### src/rtl/adam_fabric_lsxp_arb_if.sv
// Bus bundles for the lsxp bridge: AXI-Lite request/response channels and the multi-target APB side.
interface adam_fabric_lsxp_arb_axil_if #(
    parameter int ADDR_WIDTH = 32,
    parameter int DATA_WIDTH = 32
);
    localparam int STRB_WIDTH = DATA_WIDTH / 8;

    logic [ADDR_WIDTH-1:0] aw_addr;
    logic [2:0]            aw_prot;
    logic                  aw_valid;
    logic                  aw_ready;
    logic [DATA_WIDTH-1:0] w_data;
    logic [STRB_WIDTH-1:0] w_strb;
    logic                  w_valid;
    logic                  w_ready;
    logic [1:0]            b_resp;
    logic                  b_valid;
    logic                  b_ready;
    logic [ADDR_WIDTH-1:0] ar_addr;
    logic [2:0]            ar_prot;
    logic                  ar_valid;
    logic                  ar_ready;
    logic [DATA_WIDTH-1:0] r_data;
    logic [1:0]            r_resp;
    logic                  r_valid;
    logic                  r_ready;

    modport master (
        output aw_addr, aw_prot, aw_valid, w_data, w_strb, w_valid, b_ready,
               ar_addr, ar_prot, ar_valid, r_ready,
        input  aw_ready, w_ready, b_resp, b_valid, ar_ready, r_data, r_resp, r_valid
    );
    modport slave (
        input  aw_addr, aw_prot, aw_valid, w_data, w_strb, w_valid, b_ready,
               ar_addr, ar_prot, ar_valid, r_ready,
        output aw_ready, w_ready, b_resp, b_valid, ar_ready, r_data, r_resp, r_valid
    );
endinterface

interface adam_fabric_lsxp_arb_apb_if #(
    parameter int ADDR_WIDTH = 32,
    parameter int DATA_WIDTH = 32,
    parameter int NO_MSTS    = 8
);
    localparam int STRB_WIDTH = DATA_WIDTH / 8;

    logic [ADDR_WIDTH-1:0]         paddr;
    logic [2:0]                    pprot;
    logic                          pwrite;
    logic [DATA_WIDTH-1:0]         pwdata;
    logic [STRB_WIDTH-1:0]         pstrb;
    logic [NO_MSTS-1:0]            psel;
    logic                          penable;
    logic [NO_MSTS-1:0]            pready;
    logic [NO_MSTS*DATA_WIDTH-1:0] prdata;
    logic [NO_MSTS-1:0]            pslverr;

    modport master (
        output paddr, pprot, pwrite, pwdata, pstrb, psel, penable,
        input  pready, prdata, pslverr
    );
    modport slave (
        input  paddr, pprot, pwrite, pwdata, pstrb, psel, penable,
        output pready, prdata, pslverr
    );
endinterface

### src/rtl/adam_fabric_lsxp_arb.sv
// AXI-Lite slave to multi-target APB bridge: windowed decode, DECERR, ACCESS timeout,
// alternating read/write priority and a pause request/acknowledge handshake.
module adam_fabric_lsxp_arb #(
    parameter int unsigned           ADDR_WIDTH = 32,
    parameter int unsigned           DATA_WIDTH = 32,
    parameter int unsigned           NO_MSTS    = 8,
    parameter logic [ADDR_WIDTH-1:0] BASE_ADDR  = '0,
    parameter int unsigned           WIN_LOG2   = 10,
    parameter int unsigned           TIMEOUT    = 16
) (
    input  logic                       clk,
    input  logic                       rst,
    input  logic                       pause_req,
    output logic                       pause_ack,
    adam_fabric_lsxp_arb_axil_if.slave axil,
    adam_fabric_lsxp_arb_apb_if.master apb
);
    localparam int unsigned STRB_WIDTH = DATA_WIDTH / 8;
    localparam int unsigned IDX_W      = (NO_MSTS > 1) ? $clog2(NO_MSTS) : 1;
    localparam int unsigned TCNT_W     = (TIMEOUT > 0) ? $clog2(TIMEOUT + 1) : 1;

    typedef enum logic [1:0] {IDLE, SETUP, ACCESS, RESP} state_t;
    state_t state, state_nx;

    logic                  wr_prio;
    logic                  is_write;
    logic [ADDR_WIDTH-1:0] addr_q;
    logic [2:0]            prot_q;
    logic [DATA_WIDTH-1:0] wdata_q;
    logic [STRB_WIDTH-1:0] strb_q;
    logic [DATA_WIDTH-1:0] rdata_q;
    logic [IDX_W-1:0]      idx_q;
    logic [1:0]            resp_q;
    logic [TCNT_W-1:0]     tcnt;

    logic wr_elig, rd_elig, accept_ok, pick_wr, wr_hs, rd_hs, hs;
    logic [ADDR_WIDTH-1:0] hs_addr, offset, win_idx;
    logic hit, sel_ready, sel_err, timeout_hit;
    logic [DATA_WIDTH-1:0] sel_rdata;

    // Readies are gated by reset too, so nothing looks accepted while rst is low.
    assign wr_elig   = axil.aw_valid && axil.w_valid;
    assign rd_elig   = axil.ar_valid;
    assign accept_ok = rst && (state == IDLE) && !pause_req;
    assign pick_wr   = wr_elig && (!rd_elig || wr_prio);
    assign wr_hs     = accept_ok && pick_wr;
    assign rd_hs     = accept_ok && rd_elig && !pick_wr;
    assign hs        = wr_hs || rd_hs;

    assign axil.aw_ready = wr_hs;
    assign axil.w_ready  = wr_hs;
    assign axil.ar_ready = rd_hs;

    assign hs_addr = pick_wr ? axil.aw_addr : axil.ar_addr;
    assign offset  = hs_addr - BASE_ADDR;
    assign win_idx = offset >> WIN_LOG2;
    assign hit     = (hs_addr >= BASE_ADDR) && (win_idx < ADDR_WIDTH'(NO_MSTS));

    assign sel_ready   = apb.pready[idx_q];
    assign sel_err     = apb.pslverr[idx_q];
    assign sel_rdata   = apb.prdata[idx_q*DATA_WIDTH +: DATA_WIDTH];
    assign timeout_hit = (TIMEOUT != 0) && (tcnt == TCNT_W'(TIMEOUT - 1));

    assign apb.paddr   = addr_q;
    assign apb.pprot   = prot_q;
    assign apb.pwrite  = is_write;
    assign apb.pwdata  = wdata_q;
    assign apb.pstrb   = strb_q;
    assign axil.b_resp = resp_q;
    assign axil.r_resp = resp_q;
    assign axil.r_data = rdata_q;

    always_ff @(posedge clk or negedge rst) begin
        if (!rst) state <= IDLE;
        else      state <= state_nx;
    end

    always_comb begin
        state_nx     = state;
        apb.psel     = '0;
        apb.penable  = 1'b0;
        axil.b_valid = 1'b0;
        axil.r_valid = 1'b0;
        case (state)
            IDLE: begin
                if (hs) state_nx = hit ? SETUP : RESP;
            end
            SETUP: begin
                apb.psel[idx_q] = 1'b1;
                state_nx        = ACCESS;
            end
            ACCESS: begin
                apb.psel[idx_q] = 1'b1;
                apb.penable     = 1'b1;
                if (sel_ready || timeout_hit) state_nx = RESP;
            end
            RESP: begin
                axil.b_valid = is_write;
                axil.r_valid = !is_write;
                if (is_write ? axil.b_ready : axil.r_ready) state_nx = IDLE;
            end
            default: state_nx = IDLE;
        endcase
    end

    always_ff @(posedge clk or negedge rst) begin
        if (!rst) begin
            pause_ack <= 1'b0;
            wr_prio   <= 1'b1;
            is_write  <= 1'b0;
            addr_q    <= '0;
            prot_q    <= '0;
            wdata_q   <= '0;
            strb_q    <= '0;
            rdata_q   <= '0;
            idx_q     <= '0;
            resp_q    <= '0;
            tcnt      <= '0;
        end else begin
            pause_ack <= (state == IDLE) && pause_req;
            if (hs) begin
                is_write <= pick_wr;
                if (wr_elig && rd_elig) wr_prio <= !wr_prio;
                addr_q  <= hs_addr;
                prot_q  <= pick_wr ? axil.aw_prot : axil.ar_prot;
                wdata_q <= pick_wr ? axil.w_data : '0;
                strb_q  <= pick_wr ? axil.w_strb : '0;
                idx_q   <= win_idx[IDX_W-1:0];
                if (!hit) begin
                    resp_q  <= 2'b11;
                    rdata_q <= '0;
                end
            end
            if (state == SETUP)       tcnt <= '0;
            else if (state == ACCESS) tcnt <= tcnt + 1'b1;
            if (state == ACCESS) begin
                if (sel_ready) begin
                    resp_q  <= sel_err ? 2'b10 : 2'b00;
                    rdata_q <= is_write ? '0 : sel_rdata;
                end else if (timeout_hit) begin
                    resp_q  <= 2'b10;
                    rdata_q <= '0;
                end
            end
        end
    end
endmodule

### src/flat_wrapper.sv
// flat-port wrapper written by rule: the top's interface ports become plain ports
module adam_fabric_lsxp_arb_flat 
#(
    parameter int unsigned           ADDR_WIDTH = 32,
    parameter int unsigned           DATA_WIDTH = 32,
    parameter int unsigned           NO_MSTS    = 8,
    parameter logic [ADDR_WIDTH-1:0] BASE_ADDR  = '0,
    parameter int unsigned           WIN_LOG2   = 10,
    parameter int unsigned           TIMEOUT    = 16
)
  (clk, rst, pause_req, pause_ack, axil_aw_addr, axil_aw_prot, axil_aw_valid, axil_w_data, axil_w_strb, axil_w_valid, axil_b_ready, axil_ar_addr, axil_ar_prot, axil_ar_valid, axil_r_ready, axil_aw_ready, axil_w_ready, axil_b_resp, axil_b_valid, axil_ar_ready, axil_r_data, axil_r_resp, axil_r_valid, apb_paddr, apb_pprot, apb_pwrite, apb_pwdata, apb_pstrb, apb_psel, apb_penable, apb_pready, apb_prdata, apb_pslverr);
  adam_fabric_lsxp_arb_axil_if #(.ADDR_WIDTH(ADDR_WIDTH), .DATA_WIDTH(DATA_WIDTH)) axil_i ();
  adam_fabric_lsxp_arb_apb_if #(.ADDR_WIDTH(ADDR_WIDTH), .DATA_WIDTH(DATA_WIDTH), .NO_MSTS(NO_MSTS)) apb_i ();
  input  logic clk;
  input  logic rst;
  input  logic pause_req;
  output logic pause_ack;
  input wire logic [$bits(axil_i.aw_addr)-1:0] axil_aw_addr;
  input wire logic [$bits(axil_i.aw_prot)-1:0] axil_aw_prot;
  input wire logic [$bits(axil_i.aw_valid)-1:0] axil_aw_valid;
  input wire logic [$bits(axil_i.w_data)-1:0] axil_w_data;
  input wire logic [$bits(axil_i.w_strb)-1:0] axil_w_strb;
  input wire logic [$bits(axil_i.w_valid)-1:0] axil_w_valid;
  input wire logic [$bits(axil_i.b_ready)-1:0] axil_b_ready;
  input wire logic [$bits(axil_i.ar_addr)-1:0] axil_ar_addr;
  input wire logic [$bits(axil_i.ar_prot)-1:0] axil_ar_prot;
  input wire logic [$bits(axil_i.ar_valid)-1:0] axil_ar_valid;
  input wire logic [$bits(axil_i.r_ready)-1:0] axil_r_ready;
  output wire logic [$bits(axil_i.aw_ready)-1:0] axil_aw_ready;
  output wire logic [$bits(axil_i.w_ready)-1:0] axil_w_ready;
  output wire logic [$bits(axil_i.b_resp)-1:0] axil_b_resp;
  output wire logic [$bits(axil_i.b_valid)-1:0] axil_b_valid;
  output wire logic [$bits(axil_i.ar_ready)-1:0] axil_ar_ready;
  output wire logic [$bits(axil_i.r_data)-1:0] axil_r_data;
  output wire logic [$bits(axil_i.r_resp)-1:0] axil_r_resp;
  output wire logic [$bits(axil_i.r_valid)-1:0] axil_r_valid;
  output wire logic [$bits(apb_i.paddr)-1:0] apb_paddr;
  output wire logic [$bits(apb_i.pprot)-1:0] apb_pprot;
  output wire logic [$bits(apb_i.pwrite)-1:0] apb_pwrite;
  output wire logic [$bits(apb_i.pwdata)-1:0] apb_pwdata;
  output wire logic [$bits(apb_i.pstrb)-1:0] apb_pstrb;
  output wire logic [$bits(apb_i.psel)-1:0] apb_psel;
  output wire logic [$bits(apb_i.penable)-1:0] apb_penable;
  input wire logic [$bits(apb_i.pready)-1:0] apb_pready;
  input wire logic [$bits(apb_i.prdata)-1:0] apb_prdata;
  input wire logic [$bits(apb_i.pslverr)-1:0] apb_pslverr;
  assign axil_i.aw_addr = axil_aw_addr;
  assign axil_i.aw_prot = axil_aw_prot;
  assign axil_i.aw_valid = axil_aw_valid;
  assign axil_i.w_data = axil_w_data;
  assign axil_i.w_strb = axil_w_strb;
  assign axil_i.w_valid = axil_w_valid;
  assign axil_i.b_ready = axil_b_ready;
  assign axil_i.ar_addr = axil_ar_addr;
  assign axil_i.ar_prot = axil_ar_prot;
  assign axil_i.ar_valid = axil_ar_valid;
  assign axil_i.r_ready = axil_r_ready;
  assign axil_aw_ready = axil_i.aw_ready;
  assign axil_w_ready = axil_i.w_ready;
  assign axil_b_resp = axil_i.b_resp;
  assign axil_b_valid = axil_i.b_valid;
  assign axil_ar_ready = axil_i.ar_ready;
  assign axil_r_data = axil_i.r_data;
  assign axil_r_resp = axil_i.r_resp;
  assign axil_r_valid = axil_i.r_valid;
  assign apb_paddr = apb_i.paddr;
  assign apb_pprot = apb_i.pprot;
  assign apb_pwrite = apb_i.pwrite;
  assign apb_pwdata = apb_i.pwdata;
  assign apb_pstrb = apb_i.pstrb;
  assign apb_psel = apb_i.psel;
  assign apb_penable = apb_i.penable;
  assign apb_i.pready = apb_pready;
  assign apb_i.prdata = apb_prdata;
  assign apb_i.pslverr = apb_pslverr;
  adam_fabric_lsxp_arb #(.ADDR_WIDTH(ADDR_WIDTH), .DATA_WIDTH(DATA_WIDTH), .NO_MSTS(NO_MSTS), .BASE_ADDR(BASE_ADDR), .WIN_LOG2(WIN_LOG2), .TIMEOUT(TIMEOUT)) u_core (.clk(clk), .rst(rst), .pause_req(pause_req), .pause_ack(pause_ack), .axil(axil_i), .apb(apb_i));
endmodule
### config.mk
export PLATFORM = sky130hd
export DESIGN_NAME = adam_fabric_lsxp_arb_flat
export DESIGN_NICKNAME = d
export VERILOG_FILES = /design/src/rtl/adam_fabric_lsxp_arb_if.sv /design/src/rtl/adam_fabric_lsxp_arb.sv /design/src/flat_wrapper.sv
export SDC_FILE = /design/constraint.sdc
export NUM_CORES = 1
export LEC_CHECK = 0
export CAP_MARGIN = 15
export CORE_AREA = 2 2 200 202
export CTS_BUF_LIST = sky130_fd_sc_hd__clkbuf_2
export CTS_CLUSTER_DIAMETER = 50
export DETAILED_ROUTE_END_ITERATION = 6
export DIE_AREA = 0 0 202 204
export GPL_TIMING_DRIVEN = 0
export PLACE_DENSITY = 0.46
export SLEW_MARGIN = 20
export SYNTH_ARGS = -nofsm -noshare
export SYNTH_HDL_FRONTEND = slang
export SYNTH_SLANG_ARGS = --single-unit
### constraint.sdc
create_clock -name clk -period 2.25 [get_ports clk]
set_clock_uncertainty 0.05 [all_clocks]
set_input_delay 0.225 -clock clk [delete_from_list [all_inputs] [get_ports clk]]
set_output_delay 0.225 -clock clk [all_outputs]
set_load 0.01 [all_outputs]
## Word-level counts from Yosys, hierarchy flattened

Index checks and enable logic that the tools add are counted.
Widths: inputs -> output; s select.

| cells by class | value |
|---|---|
| $add $sub $neg | 1 |
| $mul | 0 |
| divide/modulo/power cells | 0 |
| magnitude comparators | 4 |
| eq/ne operators | 7 |
| shifts and indexed selects | 1 |
| mux-type cells | 34 |
| bitwise logic cells | 0 |
| reductions and logical operators | 24 |

Operators by type and width:

| kind | number |
|---|---|
| $mux 32 | 8 |
| $shiftx 256x9->32 | 1 |
| $ge 32x1->1 const B | 1 |
| $lt 22x4->1 const B | 1 |
| $mux 2 | 10 |
| $logic_and 1x1->1 | 11 |
| $mux 5 | 2 |
| $mux 8 | 1 |
| $pmux 2 s4 | 1 |
| $mux 1 | 7 |
| $bmux 1 s3 | 2 |
| $ne 2x1->1 const B | 3 |
| $add 5x1->5 const B | 1 |
| $eq 5x4->1 const B | 1 |
| $logic_not 1->1 | 5 |
| $eq 2x2->1 const B | 2 |
| $lt 3x4->1 const B | 1 |
| $mux 4 | 1 |
| $demux 1 s3 | 1 |
| $ge 3x1->1 const B | 1 |
| $logic_or 1x1->1 | 3 |
| $mux 3 | 1 |
| $reduce_and 3->1 | 1 |
| $eq 2x1->1 const B | 1 |
| 4 further kinds | 4 |

| word-level totals | value |
|---|---|
| flip-flop bits (word level) | 118 |
| latch bits | 0 |
| bits in writable memories | 0 |
| ROM bits | 0 |
| input port bits | 386 |
| output and inout bits | 123 |
| word-level logic and storage cells | 83 |
| memories kept | 0 |

## Logic depth before layout (Yosys ltp)

Gate-level depths: netlist of run 1.

| logic depth | value |
|---|---|
| depth in word-level cells | 11 |
| depth in mapped cells | 9 |
| mapped depth without buffers | 7 |

## Least setup slack after synthesis of run 1

OpenSTA, ideal clock, no wires.

| path | value |
|---|---|
| path type | register to register |
| from | register u_core.state[0] |
| to | register u_core.state[1] |
| setup time | 0.125 ns |
| data arrival time | 1.715 ns |
| required time | 2.075 ns |
| path slack | 0.360 ns |
| stages on the path, launching flop included | 8 |
| path buffers | 0 |
| period minus slack after synthesis | 1.890 ns |
| cells stage by stage | dfrtp_1 inv_1 ha_1 and3b_1 o21ai_2 a22o_1 a21oi_1 mux2_2 |

| on the way | value |
|---|---|
| longest elaborated chain between the ends | 8 |
| elaborated cells between the ends (all ways) | 15 |
| those cells by class | eq/ne (6); mux (1); reduce/logical (8) |

RTL lines:

| item | RTL line | source |
|---|---|---|
| start: declaration | adam_fabric_lsxp_arb.sv:23 | `state_t state, state_nx;` |
| start signal: assignment | adam_fabric_lsxp_arb.sv:75 | `else state <= state_nx;` |
| $logic_not 2->1 | adam_fabric_lsxp_arb.sv:44, adam_fabric_lsxp_arb.sv:84 |  |
| $logic_and 1x1->1 (2 in a row) | adam_fabric_lsxp_arb.sv:44 | `assign accept_ok = rst && (state == IDLE) && !pause_req;` |
| $logic_and 1x1->1 (2 in a row) | adam_fabric_lsxp_arb.sv:47 | `assign rd_hs = accept_ok && rd_elig && !pick_wr;` |
| $logic_or 1x1->1 | adam_fabric_lsxp_arb.sv:48 | `assign hs = wr_hs \|\| rd_hs;` |
| $ne 2x1->1 (no source line) | -- |  |
| $reduce_and 3->1 (no source line) | -- |  |

Parallel ways exist; a longest one is shown, timed or not.
A chain may end at the register's enable or synchronous reset.

## Final worst setup path of run 1

| path | value |
|---|---|
| from | register u_core.wr_prio |
| to | output port axil_w_ready |

| on the way | value |
|---|---|
| longest elaborated chain between the ends | 3 |

RTL lines:

| item | RTL line | source |
|---|---|---|
| start: declaration | adam_fabric_lsxp_arb.sv:25 | `logic wr_prio;` |
| start signal: assignment | adam_fabric_lsxp_arb.sv:123 | `if (wr_elig && rd_elig) wr_prio <= !wr_prio;` |
| $logic_or 1x1->1 | adam_fabric_lsxp_arb.sv:45 | `assign pick_wr = wr_elig && (!rd_elig \|\| wr_prio);` |
| $logic_and 1x1->1 | adam_fabric_lsxp_arb.sv:45 |  |
| $logic_and 1x1->1 | adam_fabric_lsxp_arb.sv:46 | `assign wr_hs = accept_ok && pick_wr;` |
| end: declaration | flat_wrapper.sv:30 | `output wire logic [$bits(axil_i.w_ready)-1:0] axil_w_ready;` |

Every way passes these cells.

==> results.md, run 1 <==
## Run status
- complete, but fails checks — result of the run
- hold timing — violations in the final reports

## STA
- 30 — final hold vios
- 0 — fin. max-slew vios
- 2.21 ns — post-route minimum period
- true — RSZ-0062 raised after global routing
- 0 — final setup fails
- 0.815 ns — Worst Max-Slew Pin Slew
- 0.984 — Tcrit/Tclk final
- -0.0300 ns — Worst Hold Slack
- 0.457 — Slew headroom
- 452 MHz — upper clock frequency limit
- 0.0354 ns — worst setup slack after layout

## Critical path
- 1.98 ns — endpoint required time on the critical path
- reg -> out — worst setup path class
- u_core.axil.r_data[6] — worst r2r dst
- flip-flop — crit start category
- u_core.wr_prio — worst setup path startpoint
- 0.09 ns — worst setup slack for register-to-register paths
- 4 — peak fanout along the critical path
- primary output — endpoint class of the critical path
- u_core.idx_q[0] — Reg-to-Reg Start
- axil_w_ready — capture point of the worst path
- 1.94 ns — signal arrival time at the worst endpoint
- 9 — depth of the worst register-to-register path

## Floorplan
- 204 um — height of the chip
- 73 — Cell Rows
- 41200 sq um — area of the die
- 0.185 — initial cell density of the core
- 202 um — overall die width
- 509 — number of top-level pins
- 39200 sq um — Core Region

## Clocking
- 0.70 ns — Clk Latency, worst-skew pair
- 4 — total number of H-tree levels
- yes — CTS tree
- 2 — maximum buffer depth of the clock tree
- sky130_fd_sc_hd__clkbuf_2 — Root Buffer Master
- 0.23 ns — clock edge transition at the registers on the reported setup and hold paths
- 17 — number of buffers inserted during clock tree synthesis
- 115 — number of sinks handled by clock tree synthesis

## Worst hold path
- in -> async — Hold WC Path Type

## Synth
- sky130_fd_sc_hd__dfrtp_1 (114), sky130_fd_sc_hd__mux2i_1 (74), sky130_fd_sc_hd__mux4_2 (66), sky130_fd_sc_hd__nand2_1 (46), sky130_fd_sc_hd__o21ai_0 (40) — top cell types by occurrence after synthesis
- 0.397 — sequential element share of the synthesized area
- 115 — count of state elements after synthesis
- 12.8 sq um — Syn Area/Cell
- sky130_fd_sc_hd__dfrtp_1 — cell type with the highest aggregate area in the netlist
- 0 — EDFF count, synth
- sky130_fd_sc_hd__dfrtp_1 — leading register cell type out of synthesis
- sky130_fd_sc_hd__dfrtp_1 — cell with the most instances after synthesis
- 0 — Yosys Warn Count
- 1.00 — fraction of registers with async set or reset after synthesis
- 0.394 — proportion of netlist area held by the largest area contributor
- sky130_fd_sc_hd__dfrtp_1 (39%), sky130_fd_sc_hd__mux4_2 (21%), sky130_fd_sc_hd__mux2i_1 (10%) — leading post-synthesis cells by cell area
- 42 — unique cell type count in the Yosys netlist
- 568 — Post-Syn Instances
- 961 — net count after synthesis
- 7240 sq um — Netlist Area Pre-Place

## Global route
- 0 — Congestion Overflow GR
- 7791 — vias in the first global route
- 0.0389 — global routing usage on met3
- 0.207 — met1 GRT Util
- 2 — initial antenna violation count
- 0.300 — global-route met2 utilization
- 51800 um — wire length of the first global-routing pass
- 0.170 — overall global routing resource usage
- 89 — largest net degree at the start of global routing
- met2 — highest-utilization routing layer at the global route stage

## Placed design
- 29500 um — DP Wirelength
- -0.525 ns — Placement Setup Slack
- 508 — PortBufs
- 0.803 — GPL Wtd Cong

## Finish
- 1550 — nets@finish
- 0.364 — Core Util, Final
- 96.8% — area growth from synthesis to final layout
- 0.229 — layout cells sized above 1
- 3880 — Fillers

## Flow run
- 0 — max-cap check violation count

## Drt
- 36400 um — final wirelength
- 368 — initial DRC count
- 4.30 — DR vias/cell
- 7302 — total number of vias
- 4 — detailed-router iteration count before antenna repair
- 0 — Final ANT Viol Nets
- 21.4 um — wire length per cell
- 0 — # DRC

## Power and ir drop
- 0.000335 V — Max IR drop VDD
- 1020 nW/um^2 — P per Cell Area
- 0.00570 uW — leakage power of the design

## worst min-delay path by stage
stage | from | endpoint | slack (ns)
floorplan | rst | u_core.apb.paddr[0] | -0.12
global placement | u_core.apb.paddr[30] | u_core.apb.paddr[30] | 0.42
detailed placement | rst | u_core.apb.paddr[24] | 0.05
CTS | rst | u_core.apb.paddr[26] | -0.42
global route | rst | u_core.apb.pwdata[14] | -0.12
finish | rst | u_core.apb.pwdata[14] | -0.03
## kinds of logic (layout without fill, tap and decap cells)
group,after synthesis,in the layout,synth area share
flops,115,115,0.397
simple gates,89,89,0.0568
xor+xnor,1,1,0.00121
compound gates,122,122,0.158
buf+inv,92,694,0.0639
other cells,0,2,0
mux,142,142,0.311
fa+ha+maj,7,7,0.0121
## final cells by class
cell class,instances,area [sq um],area share
buffer,53,472,0.0331
clock inverter,15,198,0.0139
tap,525,657,0.0461
inverter,36,135,0.00948
antenna,2,5.00,0.000351
timing repair buffer,573,5760,0.404
sequential,115,2880,0.202
multi-input combinational,361,4070,0.285
clock buffer,17,85.1,0.00597
## metrics by stage
| stage | instance area, sq um | power, uW | setup TNS, ns | hold slack, ns | cells |
|---|---|---|---|---|---|
| after floorplan | 7240 | 8060 | 0 | -0.121 | 568 |
| after global placement | 13000 | 12100 | -1008.47 | 0.416 | 1601 |
| after detailed placement | 13000 | 12100 | -22.57 | 0.0452 | 1602 |
| after CTS | 13900 | 14300 | -0.440 | -0.421 | 1676 |
| after global routing | 14300 | 15400 | -1.04 | -0.115 | 1697 |
| final | 14300 | 14500 | 0 | -0.0300 | 1697 |
## cells in the final DEF (no fill, tap or decap), types with 17 or more instances in the layout
cell type                         Yosys  routed
sky130_fd_sc_hd__mux2i_1             74      72
sky130_fd_sc_hd__buf_6                6      23
sky130_fd_sc_hd__inv_1               36      34
sky130_fd_sc_hd__o32ai_2             30      30
sky130_fd_sc_hd__o21ai_0             40      40
sky130_fd_sc_hd__mux4_2              66      66
sky130_fd_sc_hd__clkbuf_2             1      23
sky130_fd_sc_hd__clkdlybuf4s50_1      0     493
sky130_fd_sc_hd__buf_4               14      44
sky130_fd_sc_hd__a22o_1              37      37
sky130_fd_sc_hd__dfrtp_1            114     113
sky130_fd_sc_hd__dlygate4sd3_1        0      17
sky130_fd_sc_hd__nand2_1             46      43
## critical path, cell delays in order, from the launching register on
cell	delay [ns]
sky130_fd_sc_hd__dfstp_2	0.58
sky130_fd_sc_hd__nor2b_1	0.07
sky130_fd_sc_hd__nor2_2	0.14
sky130_fd_sc_hd__buf_6	0.13
sky130_fd_sc_hd__and2_4	0.17
sky130_fd_sc_hd__buf_6	0.10
sky130_fd_sc_hd__buf_6	0.08
## sequential cells by signal (all words and copies together) (netlist names)
register and cells:
u_core.apb.pstrb 4, u_core.apb.pwdata 32, u_core.axil.b_resp 2, u_core.idx_q 2
u_core.axil.r_data 32, u_core.tcnt 5, u_core.apb.paddr 30, u_core.apb.pwrite 1
u_core.state 2, u_core.pause_ack 1, u_core.wr_prio 1, u_core.apb.pprot 3
## metal layers
metal	part of all wire	vias up	wire [um]
li1	-	3374	-
met1	0.41	3575	14800
met2	0.51	313	18600
met3	0.058	40	2100
met4	0.023	0	837
met5	0	-	0
## report_power, final
group | leakage, uW | internal [uW] | switching, uW | total (uW)
combinational | 0.00405 | 5280 | 4110 | 9390
sequential | 0.00148 | 2930 | 480 | 3410
clock | 0.000165 | 658 | 1020 | 1680
## timing repair
item,4_1_cts,5_1_grt
endpoints found under the setup margin,73,53
endpoints found under the hold margin,125,58
buffers inserted,29,9
hold buffers,15,11
gates resized for setup,106,56
pin swaps,7,12
Note: power is estimated with default switching activity, not from simulation.
==> inputs of run 2 (changes only) <==
- CAP_MARGIN: 15 -> 10
- SLEW_MARGIN: 20 -> 10
==> results.md, run 2 (same netlist as run 1, synthesis figures left out) <==
## Run status
- finished, final reports clean — result of the run

## Global route
- met2 — highest-utilization routing layer at the global route stage
- 52800 um — wire length of the first global-routing pass, +1.9%
- 0.172 — overall global routing resource usage, +0.00240
- 67 — largest net degree at the start of global routing, -25%
- 0 — Congestion Overflow GR, unchanged
- 0.309 — global-route met2 utilization, +0.00896
- 8003 — vias in the first global route, +2.7%
- 0.0392 — global routing usage on met3, +0.000319
- 2 — initial antenna violation count, unchanged
- 0.213 — met1 GRT Util, +0.00557

## Finish
- 1552 — nets@finish, +0.13%
- 96.4% — area growth from synthesis to final layout
- 0.217 — layout cells sized above 1, -0.0123
- sky130_fd_sc_hd__clkdlybuf4s50_1 (493), sky130_fd_sc_hd__dfrtp_1 (113), sky130_fd_sc_hd__mux2i_1 (73) — leading cell types in the layout, fill and taps excluded
- 14200 sq um — post-route cell area, -0.17%
- sky130_fd_sc_hd__clkdlybuf4s50_1 — leading cell type in the layout, fill and taps excluded

## Clocking
- yes — CTS tree
- 4 — total number of H-tree levels, unchanged
- 0.23 ns — clock edge transition at the registers on the reported setup and hold paths, about the same
- 17 — number of buffers inserted during clock tree synthesis, unchanged
- sky130_fd_sc_hd__clkbuf_2 — Root Buffer Master
- 115 — number of sinks handled by clock tree synthesis, unchanged
- 0.67 ns — Clk Latency, worst-skew pair, -0.03 ns
- 2 — maximum buffer depth of the clock tree, unchanged

## Placed design
- 13000 sq um — DP Area, about the same
- 508 — PortBufs, unchanged
- 0.803 — GPL Wtd Cong, unchanged
- 29700 um — DP Wirelength, +0.58%

## STA
- 0.449 — Slew headroom, -0.00773
- 453 MHz — upper clock frequency limit, +0.34%
- 0.981 — Tcrit/Tclk final, -0.00330
- 0 — final hold vios, -100%
- 0.106 ns — Worst Hold Slack, +0.136 ns
- 2.21 ns — post-route minimum period, -0.00742 ns
- 0 — fin. max-slew vios, unchanged
- 0 — final setup fails, unchanged
- true — RSZ-0062 raised after global routing
- 0.827 ns — Worst Max-Slew Pin Slew, +0.0116 ns

## Flow run
- 0 — max-cap check violation count, unchanged

## Drt
- 4.28 — DR vias/cell, -0.59%
- 0 — # DRC, unchanged
- 0 — Final ANT Viol Nets, unchanged
- 4 — detailed-router iteration count before antenna repair, unchanged
- 36400 um — final wirelength, +0.13%
- 7263 — total number of vias, -0.53%
- 323 — initial DRC count, -12%
- 21.5 um — wire length per cell, about the same

## Floorplan
- 41200 sq um — area of the die, unchanged
- 202 um — overall die width, unchanged
- 204 um — height of the chip, unchanged
- 73 — Cell Rows, unchanged
- 509 — number of top-level pins, unchanged
- 39200 sq um — Core Region, unchanged
- 0.185 — initial cell density of the core, unchanged

## Critical path
- 5 — peak fanout along the critical path, +1
- reg -> out — worst setup path class
- 1.93 ns — signal arrival time at the worst endpoint, about the same
- primary output — endpoint class of the critical path
- 1.98 ns — endpoint required time on the critical path, about the same
- flip-flop — crit start category

## Power and ir drop
- 995 nW/um^2 — P per Cell Area, -2.0%
- 0.00567 uW — leakage power of the design, -0.61%
- 0.000340 V — Max IR drop VDD, +1.5%

## Worst hold path
- in -> reg — Hold WC Path Type

==> run 2: changes by cell type in the layout (fill, tap and decap cells not counted), sizes merged <==
cell	before	now
buf	99	85
dlygate4sd3	17	29
clkbuf	34	38
bufinv	3	2
diode	2	1
inv	42	43
==> run 2: cell type report <==
type	count	area (sq um)
Timing Repair Buffer	576	5830
Tap cell	525	657
Sequential cell	115	2880
Buffer	52	424
Clock buffer	17	85.1
Clock inverter	15	170
Multi-Input combinational cell	361	4050
Inverter	36	135
Antenna cell	1	2.50
Fill cell	3909	25000
==> run 2: final timing paths <==
check / from / slack (ns) / cells past startpoint / to
worst min register to register: u_core.apb.paddr[30] / 0.46 / 2 / u_core.apb.paddr[30]
max in group asynchronous: rst / 1.24 / 8 / u_core.axil.b_resp[0]
worst max-delay path: u_core.state[1] / 0.04 / 6 / axil_w_ready
min in group asynchronous: rst / 0.55 / 8 / u_core.apb.paddr[20]
worst min-delay path: axil_ar_addr[6] / 0.11 / 3 / u_core.apb.paddr[6]
worst max register to register: u_core.apb.paddr[12] / 0.11 / 6 / u_core.axil.r_data[6]
==> run 2: per-stage QoR <==
stage | power [uW] | setup WS, ns | util | setup TNS [ns] | instances
after CTS | 14200 | -0.172 | 0.356 | -0.409 | 1683
after global placement | 12100 | -4.92 | 0.331 | -1008.47 | 1601
after global routing | 15200 | -0.170 | 0.363 | -1.08 | 1698
after floorplan | 8060 | 0.360 | - | 0 | 568
final | 14200 | 0.0428 | 0.363 | 0 | 1698
after detailed placement | 12100 | -0.609 | 0.332 | -39.30 | 1602
==> run 2: timing repair <==
| item | 4_1_cts | 5_1_grt |
|---|---|---|
| pin swaps | 5 | 8 |
| setup buffers | 26 | 5 |
| endpoints found under the hold margin | 132 | 58 |
| hold buffers | 25 | 11 |
| endpoints found under the setup margin | 74 | 55 |
| resized for setup | 106 | 40 |
==> run 2: layer usage <==
layer,up-vias,share of wire
met5,-,0.00025
met4,2,0.011
met3,24,0.058
met2,279,0.52
met1,3581,0.41
li1,3377,-
==> run 2: critical path: stages (launching register included) <==
cell and delay [ns]:
sky130_fd_sc_hd__dfrtp_1 0.42, sky130_fd_sc_hd__inv_2 0.06, sky130_fd_sc_hd__ha_4 0.15, sky130_fd_sc_hd__and3b_2 0.22, sky130_fd_sc_hd__and2_4 0.19, sky130_fd_sc_hd__buf_6 0.11, sky130_fd_sc_hd__buf_6 0.11
==> run 2: power by group <==
group | total [uW] | internal, uW | switching [uW]
Combinational | 9200 | 5140 | 4070
Clock | 1550 | 545 | 1010
Sequential | 3410 | 2930 | 485
